==> src/rtl/multicycle_ctrl.sv <==
// multicycle_ctrl: RV32I multicycle control FSM with retired-instruction counter.
// Define ILLEGAL_TRAP_EN to trap unknown opcodes in EXEC; otherwise they retire as NOPs.
module multicycle_ctrl #(
  parameter int CNT_W = 32
) (
  input  logic             clk,
  input  logic             rst_n,
  input  logic [6:0]       opcode_i,
  input  logic             br_taken_i,
  input  logic             mem_ready_i,
  output logic             mem_req_o,
  output logic             mem_we_o,
  output logic             addr_sel_o,
  output logic             ir_en_o,
  output logic             ab_en_o,
  output logic             alu_en_o,
  output logic             mdr_en_o,
  output logic             rf_we_o,
  output logic [1:0]       wb_sel_o,
  output logic             pc_en_o,
  output logic             pc_sel_o,
  output logic             retire_o,
  output logic [CNT_W-1:0] retire_cnt_o,
  output logic [2:0]       state_o,
  output logic             trap_o
);
  typedef enum logic [2:0] {IDLE = 3'd0, FETCH, DECODE, EXEC, MEM, WB, TRAP} state_t;
  state_t state_q, state_d;
  logic [CNT_W-1:0] retire_cnt_q, retire_cnt_d;
  logic is_ld, is_st, is_br, is_jmp, is_wb;
  assign is_ld  = opcode_i == 7'b0000011;
  assign is_st  = opcode_i == 7'b0100011;
  assign is_br  = opcode_i == 7'b1100011;
  assign is_jmp = opcode_i == 7'b1101111 || opcode_i == 7'b1100111;
  assign is_wb  = is_jmp || opcode_i inside {7'b0110011, 7'b0010011, 7'b0110111, 7'b0010111};
  always_comb begin
    state_d    = IDLE;
    mem_req_o  = 1'b0;
    mem_we_o   = 1'b0;
    addr_sel_o = 1'b0;
    ir_en_o    = 1'b0;
    ab_en_o    = 1'b0;
    alu_en_o   = 1'b0;
    mdr_en_o   = 1'b0;
    rf_we_o    = 1'b0;
    wb_sel_o   = 2'd0;
    pc_en_o    = 1'b0;
    pc_sel_o   = 1'b0;
    retire_o   = 1'b0;
    trap_o     = 1'b0;
    case (state_q)
      IDLE: state_d = FETCH;
      FETCH: begin
        mem_req_o = 1'b1;
        ir_en_o   = mem_ready_i;
        state_d   = mem_ready_i ? DECODE : FETCH;
      end
      DECODE: begin
        ab_en_o = 1'b1;
        state_d = EXEC;
      end
      EXEC: begin
        alu_en_o = 1'b1;
        if (is_br) begin
          pc_en_o  = 1'b1;
          pc_sel_o = br_taken_i;
          retire_o = 1'b1;
          state_d  = FETCH;
        end else if (is_ld || is_st) begin
          state_d = MEM;
        end else if (is_wb) begin
          state_d = WB;
        end else begin
`ifdef ILLEGAL_TRAP_EN
          state_d = TRAP;
`else
          pc_en_o  = 1'b1;
          retire_o = 1'b1;
          state_d  = FETCH;
`endif
        end
      end
      MEM: begin
        mem_req_o  = 1'b1;
        addr_sel_o = 1'b1;
        mem_we_o   = is_st;
        mdr_en_o   = mem_ready_i && is_ld;
        pc_en_o    = mem_ready_i && is_st;
        retire_o   = mem_ready_i && is_st;
        state_d    = !mem_ready_i ? MEM : is_st ? FETCH : WB;
      end
      WB: begin
        rf_we_o  = 1'b1;
        pc_en_o  = 1'b1;
        retire_o = 1'b1;
        wb_sel_o = is_ld ? 2'd1 : is_jmp ? 2'd2 : 2'd0;
        pc_sel_o = is_jmp;
        state_d  = FETCH;
      end
`ifdef ILLEGAL_TRAP_EN
      TRAP: begin
        trap_o  = 1'b1;
        state_d = TRAP;
      end
`endif
      default: state_d = IDLE;
    endcase
  end
  assign retire_cnt_d = retire_cnt_q + CNT_W'(retire_o);
  always_ff @(posedge clk or negedge rst_n) begin
    if (!rst_n) begin
      state_q      <= IDLE;
      retire_cnt_q <= '0;
    end else begin
      state_q      <= state_d;
      retire_cnt_q <= retire_cnt_d;
    end
  end
  assign state_o      = state_q;
  assign retire_cnt_o = retire_cnt_q;
endmodule

==> config.mk <==
export PLATFORM = sky130hd
export DESIGN_NAME = multicycle_ctrl
export DESIGN_NICKNAME = d
export VERILOG_FILES = /design/src/rtl/multicycle_ctrl.sv
export SDC_FILE = /design/constraint.sdc
export NUM_CORES = 1
export LEC_CHECK = 0
export CORE_MARGIN = 2
export CORE_UTILIZATION = 40
export CTS_BUF_LIST = sky130_fd_sc_hd__clkbuf_4 sky130_fd_sc_hd__clkbuf_8
export CTS_CLUSTER_DIAMETER = 50
export DETAILED_ROUTE_END_ITERATION = 10
export PLACE_DENSITY_LB_ADDON = 0.15
export SYNTH_ARGS = -nofsm -noshare
export SYNTH_HDL_FRONTEND = slang
export SYNTH_SLANG_ARGS = --single-unit
export TNS_END_PERCENT = 50
==> constraint.sdc <==
create_clock -name clk -period 3.04 [get_ports clk]
set_input_delay 0.912 -clock clk [delete_from_list [all_inputs] [get_ports clk]]
set_output_delay 0.912 -clock clk [all_outputs]
set_load 0.02 [all_outputs]
==> results of run 1 <==
-- cell usage in the layout (no fill, tap or decap), types with 2 or more instances in the layout --
| cell | instances |
|---|---|
| xor2_1 | 6 |
| clkbuf_2 | 4 |
| clkbuf_8 | 7 |
| nand2_2 | 2 |
| a21oi_1 | 2 |
| nand4_1 | 11 |
| nor2_1 | 10 |
| dfrtp_1 | 35 |
| nor3_1 | 3 |
| and3_1 | 3 |
| dlygate4sd2_1 | 5 |
| ha_4 | 2 |
| nand2_1 | 12 |
| clkdlybuf4s15_2 | 2 |
| nand3_1 | 15 |
| inv_1 | 6 |
| buf_2 | 2 |
| and3b_1 | 2 |
| clkdlybuf4s50_1 | 43 |
| xnor2_1 | 24 |
| nor3b_1 | 2 |
| buf_4 | 23 |
| nor4_4 | 2 |
-- power by group through the flow --
stage | sequential (mW) | combinational, mW | clock (mW)
final | 0.584 | 0.509 | 0.374
after floorplan | 0.635 | 0.195 | 0
after detailed placement | 0.589 | 0.490 | 0
after global routing | 0.596 | 0.552 | 0.404
after global placement | 0.584 | 0.486 | 0
after CTS | 0.584 | 0.502 | 0.384
-- registers in the layout, summed over array words and instances, names as in the netlist --
| signal | cells |
|---|---|
| retire_cnt_o | 32 |
| state_o | 3 |
-- cells in the mapped netlist --
| cell type | number | share of area |
|---|---|---|
| a21oi_1 | 3 | 0.0085 |
| and3b_1 | 2 | 0.0099 |
| nor2_1 | 11 | 0.023 |
| xnor2_1 | 25 | 0.12 |
| nand3_1 | 16 | 0.045 |
| o21ai_0 | 2 | 0.0057 |
| o22ai_1 | 1 | 0.0036 |
| conb_1 | 1 | 0.0021 |
| nand4b_1 | 1 | 0.0050 |
| nor3b_1 | 2 | 0.0085 |
| nor2b_1 | 1 | 0.0036 |
| nor4_4 | 2 | 0.024 |
| and3_1 | 3 | 0.011 |
| nand2b_1 | 1 | 0.0036 |
| ha_1 | 2 | 0.014 |
| nor4b_1 | 1 | 0.0050 |
| and4_1 | 2 | 0.0099 |
| a31oi_1 | 1 | 0.0036 |
| and4b_1 | 1 | 0.0057 |
| or2_2 | 1 | 0.0036 |
| nor3_1 | 3 | 0.0085 |
| nand2_1 | 14 | 0.030 |
| o21a_1 | 1 | 0.0043 |
| xor2_1 | 6 | 0.030 |
| dfrtp_1 | 35 | 0.50 |
| and4_2 | 1 | 0.0057 |
| buf_6 | 1 | 0.0064 |
| nand4_1 | 11 | 0.039 |
| a22o_1 | 1 | 0.0050 |
| and3_2 | 1 | 0.0043 |
| nand4_2 | 1 | 0.0071 |
| clkbuf_1 | 2 | 0.0043 |
| and2_1 | 1 | 0.0036 |
| buf_4 | 2 | 0.0085 |
| nor3b_2 | 1 | 0.0071 |
| inv_1 | 6 | 0.013 |
| nor4_1 | 2 | 0.0071 |
-- worst max-delay path by stage --
stage                      startpoint                to  slack [ps]  cells past startpoint
after floorplan           opcode_i[2]  retire_cnt_o[22]          10                     10
after CTS                 opcode_i[3]          mdr_en_o          10                      6
after global routing      opcode_i[3]           pc_en_o         -20                      7
after global placement    opcode_i[2]          retire_o        -530                      7
final                     opcode_i[6]           pc_en_o          40                      7
after detailed placement  opcode_i[2]           pc_en_o        -550                      7
-- what timing repair did --
action	4_1_cts	5_1_grt
gates resized for setup	37	11
gates cloned	0	0
hold buffers	0	0
setup buffers	3	1
endpoints found under the setup margin	29	23
pin swaps	10	6
-- logic make-up after synthesis --
group,after synthesis
and+or+nand+nor,79
DFF,35
other,1
xor gates and xnor gates,31
buffers and inverters,11
adders and majority gates,2
AOI/OAI and AO/OA,9
-- through the flow --
| step | TNS, ps | std cells | hold WS (ps) |
|---|---|---|---|
| final | 0 | 304 | 472 |
| after global routing | -46.9 | 304 | 505 |
| after CTS | 0 | 303 | 475 |
| after detailed placement | -13910 | 292 | 462 |
| after global placement | -11940 | 292 | 461 |
| after floorplan | 0 | 168 | 582 |
-- layer usage --
layer	GRT usage	part of all wire	vias up
li1	-	-	752
met4	0.0791	0.023	0
met2	0.310	0.49	55
met3	0.0563	0.068	9
met5	0	0	-
met1	0.225	0.42	739
-- layout make-up --
cell class / instances / area share
multi-input cells: 122 / 0.339
flip-flops and latches: 35 / 0.324
repair buffers: 81 / 0.267
clock buffers: 8 / 0.0384
well taps: 52 / 0.0241
inverters: 6 / 0.00833
-- critical path: stages --
cell and delay [ps]:
dlygate4sd2_1 280, buf_4 140, nand4b_1 120, a21oi_2 210, o22ai_2 130, buf_4 160
buf_2 150
==> qor.yml, run 1 <==
hold_end: "retire_cnt_o[31]"
hold_start: "retire_cnt_o[31]"
rr_worst_depth: 10
leakage_nw: 1.23
cts_buffers: 5
drv_cap: 0
synth_top_family_by_area: "simple AND/OR/NAND/NOR gates"
ys_types: 37
final_util: 0.630
port_buffers: 58
combPwrFrac: 0.347
final_net_count: 264
placed_area_um2: 2560
cts_tree: "yes"
drv_slew: 0
die-height_um: 70.4
hpwl_mm: 3.19
seq_area_um2: 876
path_class: "primary input to output port"
cp.arrival_ps: 2090
clock-sinks: 35
post-place-ws_ps: -549
synth_cells: 168
cp.required_ps: 2130
avgSynthCellArea_um2: 10.5
grt_max_degree: 36
grt_pass1_vias: 1563
internal_power_mw: 0.983
r2r_start: "state_o[0]"
clockPowerShare: 0.255
die_w_um: 70.4
total_power_mw: 1.47
final_layout_size_suffix_gt1_frac: 0.234
via_per_inst: 5.12
fin_area_um2: 2700
relSlewSlack: 0.520
crit_path_start_kind: "primary input"
cts_max_path_buffers: 2
r2r_end: "retire_cnt_o[22]"
synthMuxAreaShare: 0
ys_seq_area_frac: 0.497
power_density_nw_per_um2: 543
clk_latency_ps: 290
p_switching_mw: 0.485
num_io_pins: 60
seq_power_share: 0.398
setup_ws_ps: 36.1
wirelength_mm: 4.27
syn_nets: 181
dieArea_um2: 4950
grt.overflow.total: 0
cp_max_fo: 3
rows: 24
cts-root-buf: "clkbuf_8"
status: "complete, no violations"
synthXorXnorAreaFrac: 0.154
synth_simple_gate_area_frac: 0.270
ys_ff_latch: 35
grt_usage: 0.187
drc: 0
core_area_um2: 4290
fmax_ghz: 0.333
antenna_found_initial: 0
fin_crit_sh: 0.988
postRouteAntennaNets: 0
area_growth_syn_to_layout_pct: 53.4
synth_fa_ha_area_frac: 0.0142
critPathCaptureType: "output port"
hold_depth: 1
setup_viol: 0
hold_violations: 0
multiInputGateArea_um2: 916
place.gp.congestion: 0.810
drt_pass1_iterations: 4
syn_area_um2: 1760
clk_pin_slew_worst_paths_ps: 60
initial_core_util: 0.411
tightest_slew_ps: 715
drtIter0Drc: 83
drt-wirelength-per-cell_um: 14.0
grt_pass1_wl_mm: 7.29
ys.warnings.count: 0
peakVddDrop_v: 0.000521
finalClockSkew_ps: 4.37
synth-compound-area-share: 0.0305
r2r_slack_ps: 550
vias: 1555
hold_path_class: "flip-flop to flip-flop"
sw_frac_of_total: 0.330
fin_crit_ps: 3000
fillers: 351
cts_max_level: 2
antenna_cells: 0
(Power assumes the default switching activity.)
==> run 2, diff against run 1 <==
--- a/config.mk
+++ b/config.mk
@@ -5,7 +5,6 @@
 export SDC_FILE = /design/constraint.sdc
 export NUM_CORES = 1
 export LEC_CHECK = 0
-export CORE_MARGIN = 2
 export CORE_UTILIZATION = 40
 export CTS_BUF_LIST = sky130_fd_sc_hd__clkbuf_4 sky130_fd_sc_hd__clkbuf_8
 export CTS_CLUSTER_DIAMETER = 50
==> run 2 against run 1 <==
First-iteration DRC count shrank 28%. Setup slack gained 24 ps. Clock power shrank 7.0%. Global-route usage grew 1.5 points. Clock skew grew 8.8 ps. Critical path depth is the same. Total power shrank 2.3%. Final area shrank 0.28%. Flip-flop and latch count is the same. Register-to-register slack is essentially flat. Die area shrank 5.6%. Largest power group unchanged. Highest routed layer unchanged.
==> qor.yml, run 2 (synthesis results as in run 1) <==
status: "complete, no violations"
antenna_cells: 0  # unchanged
grt.overflow.total: 0  # unchanged
num_io_pins: 60  # unchanged
cpMostUsedCell: "buf_4"
final_net_count: 263  # -0.38%
hold_buffers: 0  # unchanged
critPathCaptureType: "output port"
grt_usage: 0.202  # +0.0146
postRouteAntennaNets: 0  # unchanged
hpwl_mm: 3.01  # -5.7%
drtIter0Drc: 60  # -28%
cts_tree: "yes"
cts_max_level: 2  # unchanged
wl_met1_mm: 1.84  # +3.9%
routed-wl-met3_um: 228  # -21%
clk_latency_ps: 300  # about the same
largest_reg_flops: 32  # unchanged
leakage_nw: 1.21  # -1.2%
fin_crit_ps: 2980  # -24.4 ps
tightest_slew_ps: 781  # +65.7 ps
fin_crit_sh: 0.980  # -0.00803
fmax_ghz: 0.336  # +0.82%
grt_pass1_wl_mm: 6.87  # -5.8%
layout_commonest_cell: "clkdlybuf4s50_1"
clk_pin_slew_worst_paths_ps: 70  # about the same
initial_core_util: 0.428  # +0.0178
drt-wirelength-per-cell_um: 13.7  # -2.5%
drv_cap: 0  # unchanged
grt_pass1_vias: 1545  # -1.2%
hold_violations: 0  # unchanged
drc: 0  # unchanged
setup_tns_ps: 0  # unchanged
cp_slowest_cell: "dlygate4sd2_1"
wirelength_mm: 4.12  # -3.4%
cts_max_path_buffers: 2  # unchanged
hold_path_class: "flip-flop to flip-flop"
peakVddDrop_v: 0.000445  # -15%
crit_path_start_kind: "primary input"
final_util: 0.655  # +0.0256
clock-sinks: 35  # unchanged
rows: 23  # -4.2%
path_class: "primary input to output port"
drt_pass1_iterations: 4  # unchanged
grt_max_degree: 36  # unchanged
cts_buffers: 5  # unchanged
placed_cells: 289  # -1.0%
clockPowerShare: 0.242  # -0.013
die_w_um: 68.4  # -2.8%
vias: 1523  # -2.1%
port_buffers: 58  # unchanged
sw_frac_of_total: 0.349  # +0.0183
via_per_inst: 5.06  # -1.1%
post-place-ws_ps: -580  # -30.7 ps
relSlewSlack: 0.476  # -0.0441
cp.arrival_ps: 2070  # -20 ps
drv_slew: 0  # unchanged
setup_ws_ps: 60.5  # +24.4 ps
area_growth_syn_to_layout_pct: 52.9
place.gp.congestion: 0.783  # -3.4%
cts-root-buf: "clkbuf_8"
seq_power_share: 0.406  # +0.008
final_layout_size_suffix_gt1_frac: 0.211  # -0.0230
fin_cells: 301  # -0.99%
setup_viol: 0  # unchanged
power_density_nw_per_um2: 532  # -2.0%
highest_layer: "met4"
core_area_um2: 4120  # -4.2%
final_cell_mix: "43 x clkdlybuf4s50_1, 35 x dfrtp_1, 25 x xnor2_1, 21 x buf_4, 14 x nand3_1"
combPwrFrac: 0.351  # +0.004
wl_met2_mm: 1.98  # -5.8%
cp_max_fo: 3  # unchanged
cp.required_ps: 2130  # about the same
dieArea_um2: 4680  # -5.6%
p_switching_mw: 0.500  # +3.1%
antenna_found_initial: 0  # unchanged
die-height_um: 68.4  # -2.8%
total_power_mw: 1.43  # -2.3%
cp_slowest_stage_delay_ps: 260  # -20 ps
rsz0062_at_grt: "false"
worstPathCellList: "dlygate4sd2_1 -> buf_4 -> nand4b_1 -> a21oi_2 -> o22ai_2 -> buf_4 -> buf_6"
finalClockSkew_ps: 13.2  # +8.83 ps
internal_power_mw: 0.934  # -5.0%
[run 2: final cells by class]
type	count	area, um^2
clock buffer	5	68.8
clock inverter	3	23.8
fill	347	1420
inverter	6	22.5
multi-input combinational	122	911
sequential	35	876
tap	50	62.6
timing repair buffer	80	732
[run 2: what timing repair did]
item                                    4_1_cts  5_1_grt
endpoints found under the setup margin       29       19
gates resized for setup                      41        5
pin swaps                                     9        6
buffers inserted                              2        2
[run 2: path summary, 6_finish.rpt]
path,start,to,slack [ps],cells after the start
min reg2reg,retire_cnt_o[31],retire_cnt_o[31],490,1
min in group asynchronous,rst_n,retire_cnt_o[8],1010,2
min,retire_cnt_o[31],retire_cnt_o[31],490,1
max in group asynchronous,rst_n,retire_cnt_o[22],1700,2
max reg2reg,state_o[0],retire_cnt_o[26],550,11
max,opcode_i[4],pc_en_o,60,7
[run 2: metrics by stage]
step,cell area [um^2],hold slack (ps)
finish,2700,489
global route,2700,526
CTS,2670,497
detailed placement,2550,484
global placement,2550,464
floorplan,1810,582
[run 2: power groups by stage]
stage	clock network (mW)	logic, mW	registers, mW
3_5_place_dp	0	0.490	0.589
3_3_place_gp	0	0.481	0.587
2_1_floorplan	0	0.195	0.635
5_1_grt	0.374	0.541	0.592
6_report	0.348	0.504	0.583
4_1_cts	0.359	0.503	0.584
[run 2: worst max-delay path, delay by kind of cell]
| family | cells | cell delay (ps) |
|---|---|---|
| AND/OR/NAND/NOR | 1 | 190 |
| buffers and inverters | 4 | 670 |
| AO/OA/AOI/OAI | 2 | 290 |
[run 2: routing by layer]
layer,up-vias,global-route usage
li1,751,-
met4,0,0.0859
met3,8,0.0467
met1,707,0.248
met5,-,0
met2,57,0.336
==> run 3, diff against run 2 <==
--- a/config.mk
+++ b/config.mk
@@ -5,10 +5,11 @@
 export SDC_FILE = /design/constraint.sdc
 export NUM_CORES = 1
 export LEC_CHECK = 0
-export CORE_UTILIZATION = 40
+export CORE_UTILIZATION = 47
 export CTS_BUF_LIST = sky130_fd_sc_hd__clkbuf_4 sky130_fd_sc_hd__clkbuf_8
 export CTS_CLUSTER_DIAMETER = 50
 export DETAILED_ROUTE_END_ITERATION = 10
+export GPL_ROUTABILITY_DRIVEN = 0
 export PLACE_DENSITY_LB_ADDON = 0.15
 export SYNTH_ARGS = -nofsm -noshare
 export SYNTH_HDL_FRONTEND = slang
==> run 3 against run 2 <==
Wire length up 7.1%. Combinational power about the same. Via count up 3.1%. Fmax down 0.90%. Sequential power up 1%. Hold slack worse by 2.6 ps. Clock skew down 8.0 ps. Die area down 14%. First-iteration DRC count up 67%. Critical path type unchanged. Largest power group unchanged.
==> qor.yml, run 3 (synthesis results as in run 1) <==
postRouteAntennaNets: 0  # unchanged
via_per_inst: 5.23  # +3.4%
cts_buffers: 5  # unchanged
tightest_slew_ps: 742  # -38.8 ps
cp.required_ps: 2130  # about the same
cts_max_level: 2  # unchanged
grt.overflow.total: 0  # unchanged
final_layout_size_suffix_gt1_frac: 0.236  # +0.0251
layout_commonest_cell: "clkdlybuf4s50_1"
cp_num_buf_inv: 4  # unchanged
hold_violations: 0  # unchanged
cts_max_path_buffers: 2  # unchanged
p_switching_mw: 0.482  # -3.7%
crit_path_start_kind: "primary input"
hpwl_mm: 3.13  # +3.8%
drt-wirelength-per-cell_um: 14.7  # +7.4%
grt_max_degree: 36  # unchanged
grt_pass1_vias: 1638  # +6.0%
grt_usage: 0.240  # +0.0381
fillers: 242  # -30%
largest_reg_flops: 32  # unchanged
dieArea_um2: 4000  # -14%
worstPathCellList: "dlygate4sd2_1 -> buf_4 -> nor2_2 -> o21ai_2 -> a21oi_2 -> o22ai_2 -> buf_4 -> buf_6"
cts_tree: "yes"
grt_pass1_wl_mm: 7.50  # +9.2%
leakage_nw: 1.24  # +2.0%
fin_cells: 300  # -0.33%
post-place-ws_ps: -602  # -22.7 ps
vias: 1570  # +3.1%
area_growth_syn_to_layout_pct: 53.0  # about the same
cp_slowest_cell: "dlygate4sd2_1"
drtIter0Drc: 100  # +67%
cp_slowest_stage_delay_ps: 260  # about the same
wirelength_mm: 4.41  # +7.1%
seq_power_share: 0.413  # +0.007
drv_cap: 0  # unchanged
combPwrFrac: 0.353  # +0.002
fin_crit_sh: 0.989  # +0.00895
drt_pass1_iterations: 4  # unchanged
drc: 0  # unchanged
fin_crit_ps: 3010  # +27.2 ps
drv_slew: 0  # unchanged
antenna_cells: 0  # unchanged
cp.arrival_ps: 2090  # +20 ps
power_density_nw_per_um2: 530  # -0.38%
fmax_ghz: 0.333  # -0.90%
placed_cells: 287  # -0.69%
final_net_count: 266  # +1.1%
clockPowerShare: 0.234  # -0.008
peakVddDrop_v: 0.000505  # +14%
clk_pin_slew_worst_paths_ps: 70  # about the same
setup_viol: 0  # unchanged
total_power_mw: 1.43  # -0.33%
core_area_um2: 3470  # -16%
die-height_um: 63.2  # -7.5%
final_cell_mix: "43 x clkdlybuf4s50_1, 35 x dfrtp_1, 27 x buf_4, 25 x xnor2_1, 15 x nand3_1"
hold_path_class: "flip-flop to flip-flop"
num_io_pins: 60  # unchanged
path_class: "primary input to output port"
cpMostUsedCell: "buf_4"
timing.critical_path.max_delay_family: "buffers and inverters"
sw_frac_of_total: 0.337  # -0.0117
port_buffers: 58  # unchanged
finalClockSkew_ps: 5.21  # -7.99 ps
relSlewSlack: 0.502  # +0.0261
critPathCaptureType: "output port"
internal_power_mw: 0.948  # +1.4%
hold_buffers: 0  # unchanged
clk_latency_ps: 280  # -20 ps
status: "complete, no violations"
antenna_found_initial: 0  # unchanged
die_w_um: 63.2  # -7.5%
setup_ws_ps: 33.3  # -27.2 ps
cts-root-buf: "clkbuf_8"
cp_max_fo: 3  # unchanged
rows: 21  # -8.7%
clock-sinks: 35  # unchanged
initial_core_util: 0.508  # +0.0799
run 3: area by class of cell:
type                       count  area (um^2)  share of cell area
sequential                    35          876               0.325
timing repair buffer          83          741               0.275
multi-input combinational    122          912               0.338
clock inverter                 1         5.00             0.00186
tap                           46         57.6              0.0213
clock buffer                   7         83.8              0.0311
inverter                       6         22.5             0.00835
run 3: layer usage:
metal | track usage | share of wire
met1 | 0.317 | 0.44
met2 | 0.394 | 0.50
met3 | 0.0507 | 0.047
met4 | 0.0739 | 0.014
met5 | 0 | 0
run 3: through the flow:
stage               hold WS (ps)  area (um^2)  utilization  TNS (ps)
detailed placement           479         2560        0.739    -14510
CTS                          488         2670        0.769         0
floorplan                    582         1810            -         0
global placement             462         2560        0.739    -10210
global route                 522         2700        0.778     -43.1
finish                       486         2700        0.778         0
run 3: repair_timing:
action | in CTS | in global routing
endpoints found under the setup margin | 30 | 27
pin swaps | 9 | 7
gates resized for setup | 39 | 12
setup buffers | 2 | 3
gates cloned | 0 | 0
run 3: worst paths after layout:
| kind | start | end | slack, ps | cells after the start |
|---|---|---|---|---|
| setup reg to reg | state_o[0] | retire_cnt_o[22] | 520 | 11 |
| max in group asynchronous | rst_n | retire_cnt_o[0] | 1690 | 2 |
| setup / recovery | opcode_i[6] | retire_o | 30 | 8 |
| hold / removal | retire_cnt_o[31] | retire_cnt_o[31] | 490 | 1 |
| hold reg to reg | retire_cnt_o[31] | retire_cnt_o[31] | 490 | 1 |
| min in group asynchronous | rst_n | retire_cnt_o[23] | 1040 | 2 |
run 3: power groups by stage:
| stage | clock [mW] | sequential [mW] | combinational [mW] |
|---|---|---|---|
| final | 0.334 | 0.591 | 0.504 |
| after detailed placement | 0 | 0.591 | 0.484 |
| after global placement | 0 | 0.587 | 0.475 |
| after floorplan | 0 | 0.635 | 0.195 |
| after CTS | 0.336 | 0.588 | 0.491 |
| after global routing | 0.361 | 0.600 | 0.544 |
